===== config.mk =====
export PLATFORM = sky130hd
export DESIGN_NAME = shifter_right_seq
export DESIGN_NICKNAME = d
export VERILOG_FILES = /design/src/rtl/shifter_right_seq.sv
export SDC_FILE = /design/constraint.sdc
export NUM_CORES = 1
export LEC_CHECK = 0
export ABC_AREA = 1
export BUFFER_PORTS_ARGS = -buffer_cell sky130_fd_sc_hd__buf_2
export CAP_MARGIN = 20
export CORE_MARGIN = 2
export CORE_UTILIZATION = 28
export DETAILED_ROUTE_END_ITERATION = 8
export MAX_ROUTING_LAYER = met4
export PLACE_DENSITY = 0.5
export SYNTH_ARGS = -nofsm -noshare
export SYNTH_HDL_FRONTEND = slang
export SYNTH_SLANG_ARGS = --single-unit

===== constraint.sdc =====
create_clock -name i_clk -period 2.3 [get_ports i_clk]
set_input_delay 0.115 -clock i_clk [delete_from_list [all_inputs] [get_ports i_clk]]
set_output_delay 0.115 -clock i_clk [all_outputs]
set_load 0.01 [all_outputs]

===== src/rtl/shifter_right_seq.sv =====
// Sequential sign-magnitude arithmetic right shifter, one magnitude bit per clock.
// Define SHR_ROUND_EN for round-half-away-from-zero; otherwise truncates toward zero.
module shifter_right_seq #(
    parameter int N = 8
) (
    input  logic         i_clk,
    input  logic         i_rst,
    input  logic         i_start,
    input  logic [N-1:0] i_a,
    input  logic [N-1:0] i_b,
    output logic [N-1:0] o_out,
    output logic         o_busy,
    output logic         o_done,
    output logic         o_ERR,
    output logic         o_lost
);

    localparam int MW = N - 1;
    localparam int CW = $clog2(N + 1);

    typedef enum logic [1:0] {
        IDLE  = 2'd0,
        SHIFT = 2'd1,
        DONE  = 2'd2
    } state_t;

    state_t         state;
    state_t         state_nx;
    logic [MW-1:0]  mag;
    logic [CW-1:0]  count;
    logic           sign;

    logic [MW-1:0]  b_mag;
    logic [CW-1:0]  k_clamp;
    logic           last_shift;
    logic           guard;
    logic [MW-1:0]  mag_sh;
    logic [MW-1:0]  mag_fin;

    assign b_mag      = i_b[MW-1:0];
    assign k_clamp    = (b_mag > MW'(N)) ? CW'(N) : CW'(b_mag);
    assign last_shift = (count == CW'(1));
    // bit leaving the magnitude on this shift edge
    assign guard      = mag[0];
    assign mag_sh     = mag >> 1;

`ifdef SHR_ROUND_EN
    assign mag_fin = mag_sh + MW'(guard);
`else
    assign mag_fin = mag_sh;
`endif

    function automatic logic [N-1:0] pack_out(
        input logic          s,
        input logic [MW-1:0] m
    );
        return (m == '0) ? '0 : {s, m};
    endfunction

    always_ff @(posedge i_clk) begin
        if (i_rst) begin
            state <= IDLE;
        end else begin
            state <= state_nx;
        end
    end

    always_comb begin
        state_nx = state;
        case (state)
            IDLE: begin
                if (i_start) begin
                    if (i_b[N-1] || (k_clamp == '0)) begin
                        state_nx = DONE;
                    end else begin
                        state_nx = SHIFT;
                    end
                end
            end
            SHIFT: begin
                if (last_shift) begin
                    state_nx = DONE;
                end
            end
            DONE: begin
                state_nx = IDLE;
            end
            default: begin
                state_nx = IDLE;
            end
        endcase
    end

    always_comb begin
        o_busy = (state != IDLE);
        o_done = (state == DONE);
    end

    always_ff @(posedge i_clk) begin
        if (i_rst) begin
            mag    <= '0;
            count  <= '0;
            sign   <= 1'b0;
            o_out  <= '0;
            o_ERR  <= 1'b0;
            o_lost <= 1'b0;
        end else begin
            case (state)
                IDLE: begin
                    if (i_start) begin
                        o_lost <= 1'b0;
                        if (i_b[N-1]) begin
                            o_ERR <= 1'b1;
                            o_out <= '0;
                            mag   <= '0;
                            sign  <= 1'b0;
                            count <= '0;
                        end else begin
                            o_ERR <= 1'b0;
                            mag   <= i_a[MW-1:0];
                            sign  <= i_a[N-1];
                            count <= k_clamp;
                            if (k_clamp == '0) begin
                                o_out <= pack_out(i_a[N-1], i_a[MW-1:0]);
                            end
                        end
                    end
                end
                SHIFT: begin
                    mag    <= mag_sh;
                    count  <= count - CW'(1);
                    o_lost <= o_lost | guard;
                    if (last_shift) begin
                        o_out <= pack_out(sign, mag_fin);
                    end
                end
                default: begin
                end
            endcase
        end
    end

endmodule


==> results.py, run 1 <==
metrics = {
    "critical_path": {
        "rrSetupSlack_ns": 0.73,
        "cp_slowest_stage_delay_ns": 0.44,
        "path_cells": "inv_1 > ha_1 > nand3_1 > o21ai_2 > nand2_2 > nor2_1 > nor2_1",
        "path_delay_family": "simple AND/OR/NAND/NOR gates",
        "reg2reg_to": "o_out[7]",
        "crit_path_top_delay_cell": "o21ai_2",
        "critical_path_class": "reg -> reg",
        "endpoint_kind": "flop",
        "r2r_cells": 7,
        "required_ns": 2.47,
        "path_max_fanout": 13,
        "startpoint_type": "flop",
        "arrival_ns": 1.74,
        "cpMostUsedCell": "nor2_1",
        "r2r-start": "count[1]",
        "crit_buf_inv": 1,
    },
    "finish": {
        "fillCellCount": 510,
        "multi_input_area_sq_um": 641,
        "nets": 231,
        "regArea_sq_um": 480,
        "antennaDiodeCount": 0,
        "fin_util": 0.341,
        "drive_gt1_frac": 0.220,
        "syn_to_final_growth_pct": 17.8,
    },
    "clock_network": {
        "cts_tree": "yes",
        "ctsHoldBuffers": 0,
        "cts_buffers": 3,
        "post_cts_buffers": 0,
        "clockBufferDepth": 2,
        "htreeDepth": 1,
        "root_buffer": "clkbuf_8",
        "clk_pin_slew_ns": 0.09,
        "ctsResizeCount": 0,
        "cts_sinks": 24,
        "clock_latency_ns": 0.26,
    },
    "synthesis": {
        "synth_ff_type": "dfxtp_1",
        "syn_inst": 181,
        "yosysWarnings": 0,
        "synthTopCellsByCount": "28 x nand2_1, 27 x nor2_1, 24 x dfxtp_1",
        "syn_avg_cell_area_sq_um": 6.96,
        "synth_area_sq_um": 1260,
        "ys_seq_area_frac": 0.381,
        "synth_most_common_cell": "nand2_1",
        "synth_seq_cells": 24,
        "yosysTopAreaCell": "dfxtp_1",
        "async_reset_ff_frac": 0,
        "synth_nets": 202,
        "synth.area.top_cells": "dfxtp_1 38%, a21oi_1 9.1%, nand2_1 8.3%",
        "synth_top_area_share": 0.381,
        "synth-edff-count": 0,
        "synth_cell_types": 26,
    },
    "floorplan": {
        "die_x_microns": 71.1,
        "dieArea_sq_um": 5050,
        "coreArea_sq_um": 4350,
        "ios": 31,
        "die_h_microns": 71.1,
        "row_count": 24,
        "start_util": 0.289,
    },
    "grt": {
        "use_met1": 0.179,
        "grt_usage": 0.133,
        "grt_max_degree": 19,
        "grt_pass1_vias": 1151,
        "antenna_found_initial": 0,
        "grt_pass1_wl_microns": 5170,
        "top_usage_layer": "met2",
        "grt-ovfl-total": 0,
        "met3_usage": 0.0242,
        "use_met2": 0.197,
    },
    "worst_hold_path": {
        "hold_class": "in -> reg",
        "whs_path_depth": 3,
        "holdPathEnd": "count[0]",
        "holdCritStartpoint": "i_b[0]",
    },
    "pwr": {
        "total_power_mw": 0.991,
        "internal_power_mw": 0.691,
        "p_seq_frac": 0.482,
        "powerDensity_nw_per_um2": 668,
        "power_frac_clock": 0.292,
        "leakagePower_nw": 0.696,
        "vdd_drop_max_mv": 0.229,
        "p_sw_mw": 0.300,
        "swShare": 0.303,
        "power_frac_comb": 0.226,
    },
    "timing": {
        "layout_worst_path_cycle_share": 0.684,
        "timing_max_transition_violations_final": 0,
        "final-hold-violation-count": 0,
        "slew_headroom": 0.651,
        "setup_viol": 0,
        "clock_skew_ns": 0.00186,
        "fmax_mhz": 636,
        "hold_ws_ns": 0.122,
        "rsz0062_at_grt": "no",
        "min_period_ns": 1.57,
        "worst_pin_slew_ns": 0.523,
        "setup_tns_ns": 0,
    },
    "detailed_routing": {
        "drc": 0,
        "wl_per_cell_microns": 11.3,
        "viasPerCell": 4.55,
        "routed-via-count": 1187,
        "wirelength_microns": 2960,
        "ant_nets": 0,
        "drt_iter0_markers": 52,
        "drt_first_pass_iters": 4,
    },
    "place": {
        "io_buffers": 30,
        "dp_hpwl_microns": 2250,
        "gp_congestion": 0.798,
    },
    "status": {
        "outcome": "complete, no violations",
    },
    "flow_run": {
        "max_cap_viol_count": 0,
    },
}
-- worst reg2reg max path, delay by kind of cell (launching register included) --
| family | cells | cell delay (ns) |
|---|---|---|
| DFF | 1 | 0.32 |
| and+or+nand+nor | 4 | 0.47 |
| AOI/OAI and AO/OA | 1 | 0.44 |
| buffers and inverters | 1 | 0.11 |
| adders and majority gates | 1 | 0.15 |
-- metal layers --
layer  up-vias  share of wire
li1        642              -
met1       517           0.52
met2        24           0.42
met3         4          0.038
met4         0          0.016
met5         -              0
-- cells by family after synthesis --
group           count (synthesis)  share of synthesized area
simple gates                   82                      0.302
fa+ha+maj                       2                     0.0199
flops                          24                      0.381
compound gates                 43                      0.187
buf+inv                        30                      0.110
-- sequential cells by signal, indices dropped and copies added, names as in the netlist --
signal and flops:
o_out 8, o_lost 1, sign 1, count 4
state 2, mag 7, o_ERR 1
-- per-stage QoR --
step / worst slack (ns) / area (sq um) / instances
finish: 0.727 / 1480 / 261
global route: 0.509 / 1480 / 261
CTS: 0.718 / 1480 / 261
detailed placement: 0.738 / 1430 / 257
global placement: 0.759 / 1430 / 257
floorplan: 1.05 / 1260 / 181
-- worst max-delay path by stage --
| stage | startpoint | endpoint | slack (ns) | cells after the start |
|---|---|---|---|---|
| after floorplan | count[1] | o_out[2] | 1.05 | 8 |
| after global placement | count[1] | o_out[7] | 0.76 | 7 |
| after detailed placement | count[1] | o_out[7] | 0.74 | 7 |
| after CTS | count[1] | o_out[7] | 0.72 | 7 |
| after global routing | count[1] | o_out[6] | 0.51 | 8 |
| final | count[1] | o_out[7] | 0.73 | 7 |
-- final cells by class --
type / instances / area share
Multi-Input combinational cell: 127 / 0.432
Sequential cell: 24 / 0.324
Timing Repair Buffer: 30 / 0.101
Inverter: 24 / 0.0624
Tap cell: 52 / 0.0438
Clock buffer: 4 / 0.0371
-- placed cells by master (no fill, tap or decap), drive strengths merged --
master / synthesis / layout
inv: 24 / 24
o21ai: 13 / 13
a21oi: 23 / 23
dfxtp: 24 / 24
nand3: 18 / 18
nand4: 2 / 2
ha: 2 / 2
o21a: 3 / 3
o211ai: 1 / 1
a211oi: 1 / 1
nor2: 29 / 29
clkbuf: 1 / 4
a21boi: 1 / 1
a31oi: 1 / 1
nand2: 33 / 33
buf: 5 / 30
-- power by group through the flow --
stage / sequential [mW] / clock [mW] / combinational (mW)
floorplan: 0.492 / 0 / 0.162
global placement: 0.488 / 0 / 0.227
detailed placement: 0.488 / 0 / 0.226
CTS: 0.478 / 0.298 / 0.227
global route: 0.483 / 0.317 / 0.261
finish: 0.478 / 0.289 / 0.224
No activity file was read; power rests on OpenSTA's default activity.
==> inputs of run 2 (changes only) <==
--- a/config.mk
+++ b/config.mk
@@ -5,7 +5,7 @@
 export SDC_FILE = /design/constraint.sdc
 export NUM_CORES = 1
 export LEC_CHECK = 0
-export ABC_AREA = 1
+export ABC_AREA = 0
 export BUFFER_PORTS_ARGS = -buffer_cell sky130_fd_sc_hd__buf_2
 export CAP_MARGIN = 20
 export CORE_MARGIN = 2
==> constraint.sdc (replaced) <==
create_clock -name i_clk -period 1.5 [get_ports i_clk]
set_input_delay 0.075 -clock i_clk [delete_from_list [all_inputs] [get_ports i_clk]]
set_output_delay 0.075 -clock i_clk [all_outputs]
set_load 0.01 [all_outputs]
==> run 2 against run 1 <==
Cell count is 13% lower; fmax grew 5.0%; clock power grew 100%; synthesized cell count shrank 23%; critical path type unchanged; clock skew rose by 0.0030 ns; hold slack worse by 0.064 ns; combinational power grew 78%; via count shrank 0.84%.
==> results.py, run 2 <==
metrics = {
    "timing": {
        "setup_viol": 0,
        "rsz0062_at_grt": "yes",
        "layout_worst_path_cycle_share": 0.999,
        "slew_headroom": 0.704,
        "final-hold-violation-count": 0,
        "timing_max_transition_violations_final": 0,
        "hold_ws_ns": 0.0583,
        "min_period_ns": 1.50,
        "setup_tns_ns": 0,
        "clock_skew_ns": 0.00487,
        "worst_pin_slew_ns": 0.444,
        "fmax_mhz": 668,
        "fin_ws_ns": 0.00192,
    },
    "synthesis": {
        "synth_ff_type": "dfxtp_1",
        "ys_seq_area_frac": 0.380,
        "synth_top_area_share": 0.380,
        "synth_area_sq_um": 1260,
        "synth.area.top_cells": "dfxtp_1 38%, a21oi_1 6.7%, nor2_1 5.3%",
        "synth_most_common_cell": "dfxtp_1",
        "async_reset_ff_frac": 0,
        "yosysWarnings": 0,
        "syn_inst": 140,
        "synth_seq_cells": 24,
        "synth-edff-count": 0,
        "syn_avg_cell_area_sq_um": 9.03,
        "yosysTopAreaCell": "dfxtp_1",
        "synth_nets": 161,
        "synth_cell_types": 39,
        "synthTopCellsByCount": "24 x dfxtp_1, 18 x nor2_1, 17 x a21oi_1",
    },
    "critical_path": {
        "required_ns": 1.65,
        "crit_path_top_delay_cell": "or4_1",
        "startpoint": "mag[1]",
        "r2r_cells": 4,
        "startpoint_type": "flop",
        "endpoint": "o_out[7]",
        "rrSetupSlack_ns": 0.002,
        "crit_buf_inv": 0,
        "cp_slowest_stage_delay_ns": 0.52,
        "critical_path_depth": 4,
        "reg2reg_to": "o_out[7]",
        "r2r-start": "mag[1]",
        "path_cells": "or4_1 > o311a_1 > a31oi_1 > a311oi_1",
        "path_delay_family": "compound AO/OA/AOI/OAI gates",
        "endpoint_kind": "flop",
        "path_max_fanout": 2,
        "critical_path_class": "reg -> reg",
        "arrival_ns": 1.65,
    },
    "grt": {
        "grt-ovfl-total": 0,
        "grt_pass1_wl_microns": 5590,
        "use_met2": 0.229,
        "grt_usage": 0.145,
        "use_met1": 0.178,
        "antenna_found_initial": 0,
        "grt_pass1_vias": 1211,
        "grt_max_degree": 25,
        "met3_usage": 0.0256,
        "top_usage_layer": "met2",
    },
    "finish": {
        "drive_gt1_frac": 0.364,
        "final_cell_mix": "30 x buf_2, 21 x dfxtp_1, 18 x nor2_1",
        "multi_input_area_sq_um": 731,
        "design_area_sq_um": 1640,
        "top_regs": "o_out (8), mag (7), count (4)",
        "final_common_cell": "buf_2",
        "fillCellCount": 452,
        "nets": 198,
        "regArea_sq_um": 484,
        "largest_reg_flops": 8,
        "top_register": "o_out",
        "final_cells": 228,
        "syn_to_final_growth_pct": 29.4,
        "antennaDiodeCount": 0,
    },
    "pwr": {
        "p_seq_frac": 0.425,
        "internal_power_mw": 1.23,
        "vdd_drop_max_mv": 0.368,
        "p_sw_mw": 0.473,
        "powerDensity_nw_per_um2": 1040,
        "power_frac_comb": 0.234,
        "leakagePower_nw": 0.656,
        "swShare": 0.277,
        "power_frac_clock": 0.341,
    },
    "clock_network": {
        "clock_latency_ns": 0.27,
        "cts_tree": "yes",
        "root_buffer": "clkbuf_8",
        "cts_buffers": 3,
        "htreeDepth": 1,
        "clk_pin_slew_ns": 0.09,
        "clockBufferDepth": 2,
        "cts_sinks": 24,
        "ctsHoldBuffers": 0,
    },
    "place": {
        "gp_congestion": 0.808,
        "place_ws_ns": 0.0114,
        "placedInstanceArea_sq_um": 1510,
        "dp_hpwl_microns": 2460,
        "placedCellCount": 222,
        "io_buffers": 30,
    },
    "floorplan": {
        "die_h_microns": 71.2,
        "dieArea_sq_um": 5070,
        "coreArea_sq_um": 4350,
        "row_count": 24,
        "ios": 31,
        "die_x_microns": 71.2,
        "start_util": 0.290,
    },
    "detailed_routing": {
        "wirelength_microns": 3310,
        "viasPerCell": 5.16,
        "routed-via-count": 1177,
        "ant_nets": 0,
        "drt_iter0_markers": 66,
        "wl_per_cell_microns": 14.5,
        "drc": 0,
        "drt_first_pass_iters": 4,
    },
    "worst_hold_path": {
        "hold_class": "in -> reg",
    },
    "flow_run": {
        "max_cap_viol_count": 0,
    },
    "status": {
        "outcome": "complete, no violations",
    },
}
[run 2: changes by cell type after synthesis, moves of 9 or more]
cell     change
inv_1       -16
nand3_1     -17
nor2_1       -9
nand2_1     -26
o21ai_0     -11
[run 2: cell type report]
type,instances,area share
Multi-Input combinational cell,101,0.447
Sequential cell,24,0.296
Timing Repair Buffer,42,0.162
Tap cell,52,0.0398
Clock buffer,3,0.0252
Clock inverter,1,0.0184
Inverter,5,0.0115
[run 2: worst min-delay path by stage]
stage / from / end / slack, ns / cells past startpoint
global route: i_b[1] / count[1] / 0.08 / 3
global placement: i_b[1] / count[1] / 0.35 / 3
finish: i_b[1] / count[1] / 0.06 / 3
CTS: i_b[1] / count[1] / 0.06 / 3
detailed placement: i_b[1] / count[1] / 0.35 / 3
floorplan: i_rst / o_out[0] / 0.15 / 1
[run 2: power by group through the flow]
stage,sequential (mW),clock (mW),combinational (mW)
finish,0.726,0.581,0.399
detailed placement,0.738,0,0.380
global placement,0.735,0,0.374
floorplan,0.742,0,0.238
CTS,0.724,0.587,0.391
global route,0.732,0.610,0.444
[run 2: metal layers]
layer	part of all wire	wire length, microns	up-vias
met1	0.46	1540	553
li1	-	-	596
met4	0.021	68	0
met5	0	0	-
met3	0.028	92	5
met2	0.49	1610	23
[run 2: stage by stage]
stage | total power, mW | util
6_report | 1.71 | 0.376
5_1_grt | 1.79 | 0.376
4_1_cts | 1.70 | 0.369
3_5_place_dp | 1.12 | 0.348
3_3_place_gp | 1.11 | 0.348
2_1_floorplan | 0.981 | -
[run 2: what timing repair did]
item | 4_1_cts | 5_1_grt
setup endpoints to repair | 2 | 10
buffers inserted | 1 | 1
endpoints found under the hold margin | 0 | 0
gates resized for setup | 3 | 7
gates cloned | 0 | 0
pin swaps | 1 | 3
[run 2: cell families after synthesis]
group           synth area share
simple gates               0.254
compound gates             0.249
flops                      0.380
buf+inv                   0.0663
mux                       0.0238
fa+ha+maj                 0.0198
xor+xnor                 0.00693
[run 2: tightest hold or removal path, stage by stage]
cell	delay, ns
buf_2	0.10
nand2_1	0.06
a21oi_1	0.06
==> inputs of run 3 (changes only) <==
--- a/config.mk
+++ b/config.mk
@@ -7,9 +7,10 @@
 export LEC_CHECK = 0
 export ABC_AREA = 0
 export BUFFER_PORTS_ARGS = -buffer_cell sky130_fd_sc_hd__buf_2
-export CAP_MARGIN = 20
+export CAP_MARGIN = 5
 export CORE_MARGIN = 2
 export CORE_UTILIZATION = 28
+export CTS_BUF_LIST = sky130_fd_sc_hd__clkbuf_4
 export DETAILED_ROUTE_END_ITERATION = 8
 export MAX_ROUTING_LAYER = met4
 export PLACE_DENSITY = 0.5
==> run 3 against run 2 <==
The flow now finishes with violations (setup timing); cell count is 1.3% higher; final area up 0.54%; clock skew increased by 0.0032 ns; via count rose by 0.85%; sequential power is essentially flat; critical endpoint unchanged; largest power group unchanged.
==> results.py, run 3 (synthesis gave the netlist of run 2 again) <==
metrics = {
    "worst_hold_path": {
        "hold_class": "in -> reg",
    },
    "timing": {
        "final-hold-violation-count": 0,
        "setup_viol": 1,
        "clock_skew_ns": 0.00811,
        "timing_max_transition_violations_final": 0,
        "fin_ws_ns": -0.00174,
        "rsz0062_at_grt": "yes",
        "slew_headroom": 0.664,
        "layout_worst_path_cycle_share": 1.00,
        "worst_pin_slew_ns": 0.500,
        "min_period_ns": 1.50,
        "fmax_mhz": 666,
    },
    "clock_network": {
        "clockBufferDepth": 2,
        "clock_latency_ns": 0.33,
        "cts_tree": "yes",
        "cts_buffers": 3,
        "root_buffer": "clkbuf_4",
        "htreeDepth": 1,
        "clk_pin_slew_ns": 0.14,
        "cts_sinks": 24,
    },
    "critical_path": {
        "required_ns": 1.72,
        "arrival_ns": 1.72,
        "endpoint_kind": "flop",
        "startpoint_type": "flop",
        "path_max_fanout": 2,
        "critical_path_class": "reg -> reg",
    },
    "place": {
        "gp_congestion": 0.808,
        "io_buffers": 30,
        "placedCellCount": 222,
        "dp_hpwl_microns": 2460,
        "place_ws_ns": 0.0114,
    },
    "floorplan": {
        "dieArea_sq_um": 5070,
        "start_util": 0.290,
        "ios": 31,
        "die_x_microns": 71.2,
        "row_count": 24,
        "die_h_microns": 71.2,
        "coreArea_sq_um": 4350,
    },
    "pwr": {
        "total_power_mw": 1.62,
        "powerDensity_nw_per_um2": 985,
        "leakagePower_nw": 0.663,
        "vdd_drop_max_mv": 0.368,
    },
    "flow_run": {
        "max_cap_viol_count": 0,
    },
    "finish": {
        "final_cell_mix": "30 x buf_2, 19 x dfxtp_1, 18 x nor2_1",
        "top_regs": "o_out (8), mag (7), count (4)",
        "final_cells": 231,
        "nets": 201,
        "drive_gt1_frac": 0.369,
        "syn_to_final_growth_pct": 30.1,
        "multi_input_area_sq_um": 738,
        "largest_reg_flops": 8,
        "top_register": "o_out",
        "fillCellCount": 452,
        "antennaDiodeCount": 0,
        "regArea_sq_um": 487,
        "final_common_cell": "buf_2",
    },
    "detailed_routing": {
        "drt_first_pass_iters": 4,
        "wirelength_microns": 3460,
        "drt_iter0_markers": 75,
        "routed-via-count": 1187,
        "wl_per_cell_microns": 15.0,
        "ant_nets": 0,
        "viasPerCell": 5.14,
        "drc": 0,
    },
    "grt": {
        "grt-ovfl-total": 0,
        "grt_max_degree": 25,
        "grt_usage": 0.143,
        "grt_pass1_vias": 1205,
        "grt_pass1_wl_microns": 5550,
        "antenna_found_initial": 0,
    },
    "status": {
        "violations": "setup timing",
        "outcome": "finished, violations left",
    },
}
[run 3: changes by cell type in the layout (fill, tap and decap cells not counted), sizes merged]
cell         previous run  this run
buf                    42        43
a211o                   1         2
dlygate4sd3             0         1
[run 3: final cells by class]
| type | count | share of cell area |
|---|---|---|
| multi-input cells | 102 | 0.449 |
| flip-flops and latches | 24 | 0.296 |
| repair buffers | 44 | 0.172 |
| well taps | 52 | 0.0396 |
| clock inverters | 1 | 0.0183 |
| clock buffers | 3 | 0.0137 |
| inverters | 5 | 0.0114 |
[run 3: what timing repair did]
action	4_1_cts	5_1_grt
pin swaps	1	4
hold buffers	1	0
gates resized for setup	4	7
endpoints found under the setup margin	2	10
gates cloned	0	1
hold endpoints to repair	1	0
buffers inserted	1	2
[run 3: critical path, stage by stage, from the launching register on]
cell and delay [ns]:
dfxtp_2 0.35, or4_1 0.52, o311a_1 0.30, a31oi_1 0.14
a311oi_1 0.10
[run 3: final timing paths]
path	to	slack, ns	startpoint	depth (start not counted)
max reg2reg	o_out[7]	-0.002	mag[1]	4
min reg2reg	o_out[6]	0.50	o_out[6]	2
min	count[0]	0.03	i_b[0]	3
max	o_out[7]	-0.002	mag[1]	4
[run 3: stage by stage]
stage | setup TNS [ns] | hold WS, ns | util | cell area [sq um]
2_1_floorplan | 0 | 0.147 | - | 1260
3_3_place_gp | 0 | 0.345 | 0.348 | 1510
3_5_place_dp | 0 | 0.352 | 0.348 | 1510
4_1_cts | 0 | 0.0119 | 0.370 | 1610
5_1_grt | -0.0509 | 0.0287 | 0.378 | 1640
6_report | -0.00174 | 0.0290 | 0.378 | 1640
[run 3: per-layer routing]
layer | vias up | wire length [microns] | part of all wire | GRT usage
met2 | 21 | 1730 | 0.50 | 0.226
met1 | 555 | 1580 | 0.46 | 0.177
met4 | 0 | 65 | 0.019 | 0.0671
met3 | 5 | 87 | 0.025 | 0.0256
met5 | - | 0 | 0 | -
li1 | 606 | - | - | -
[run 3: where the power goes]
group,internal [mW],total (mW),leakage (nW),switching [mW]
combinational,0.188,0.409,0.436,0.220
clock,0.271,0.484,0.0279,0.214
sequential,0.692,0.727,0.199,0.0342
total,1.15,1.62,0.663,0.468
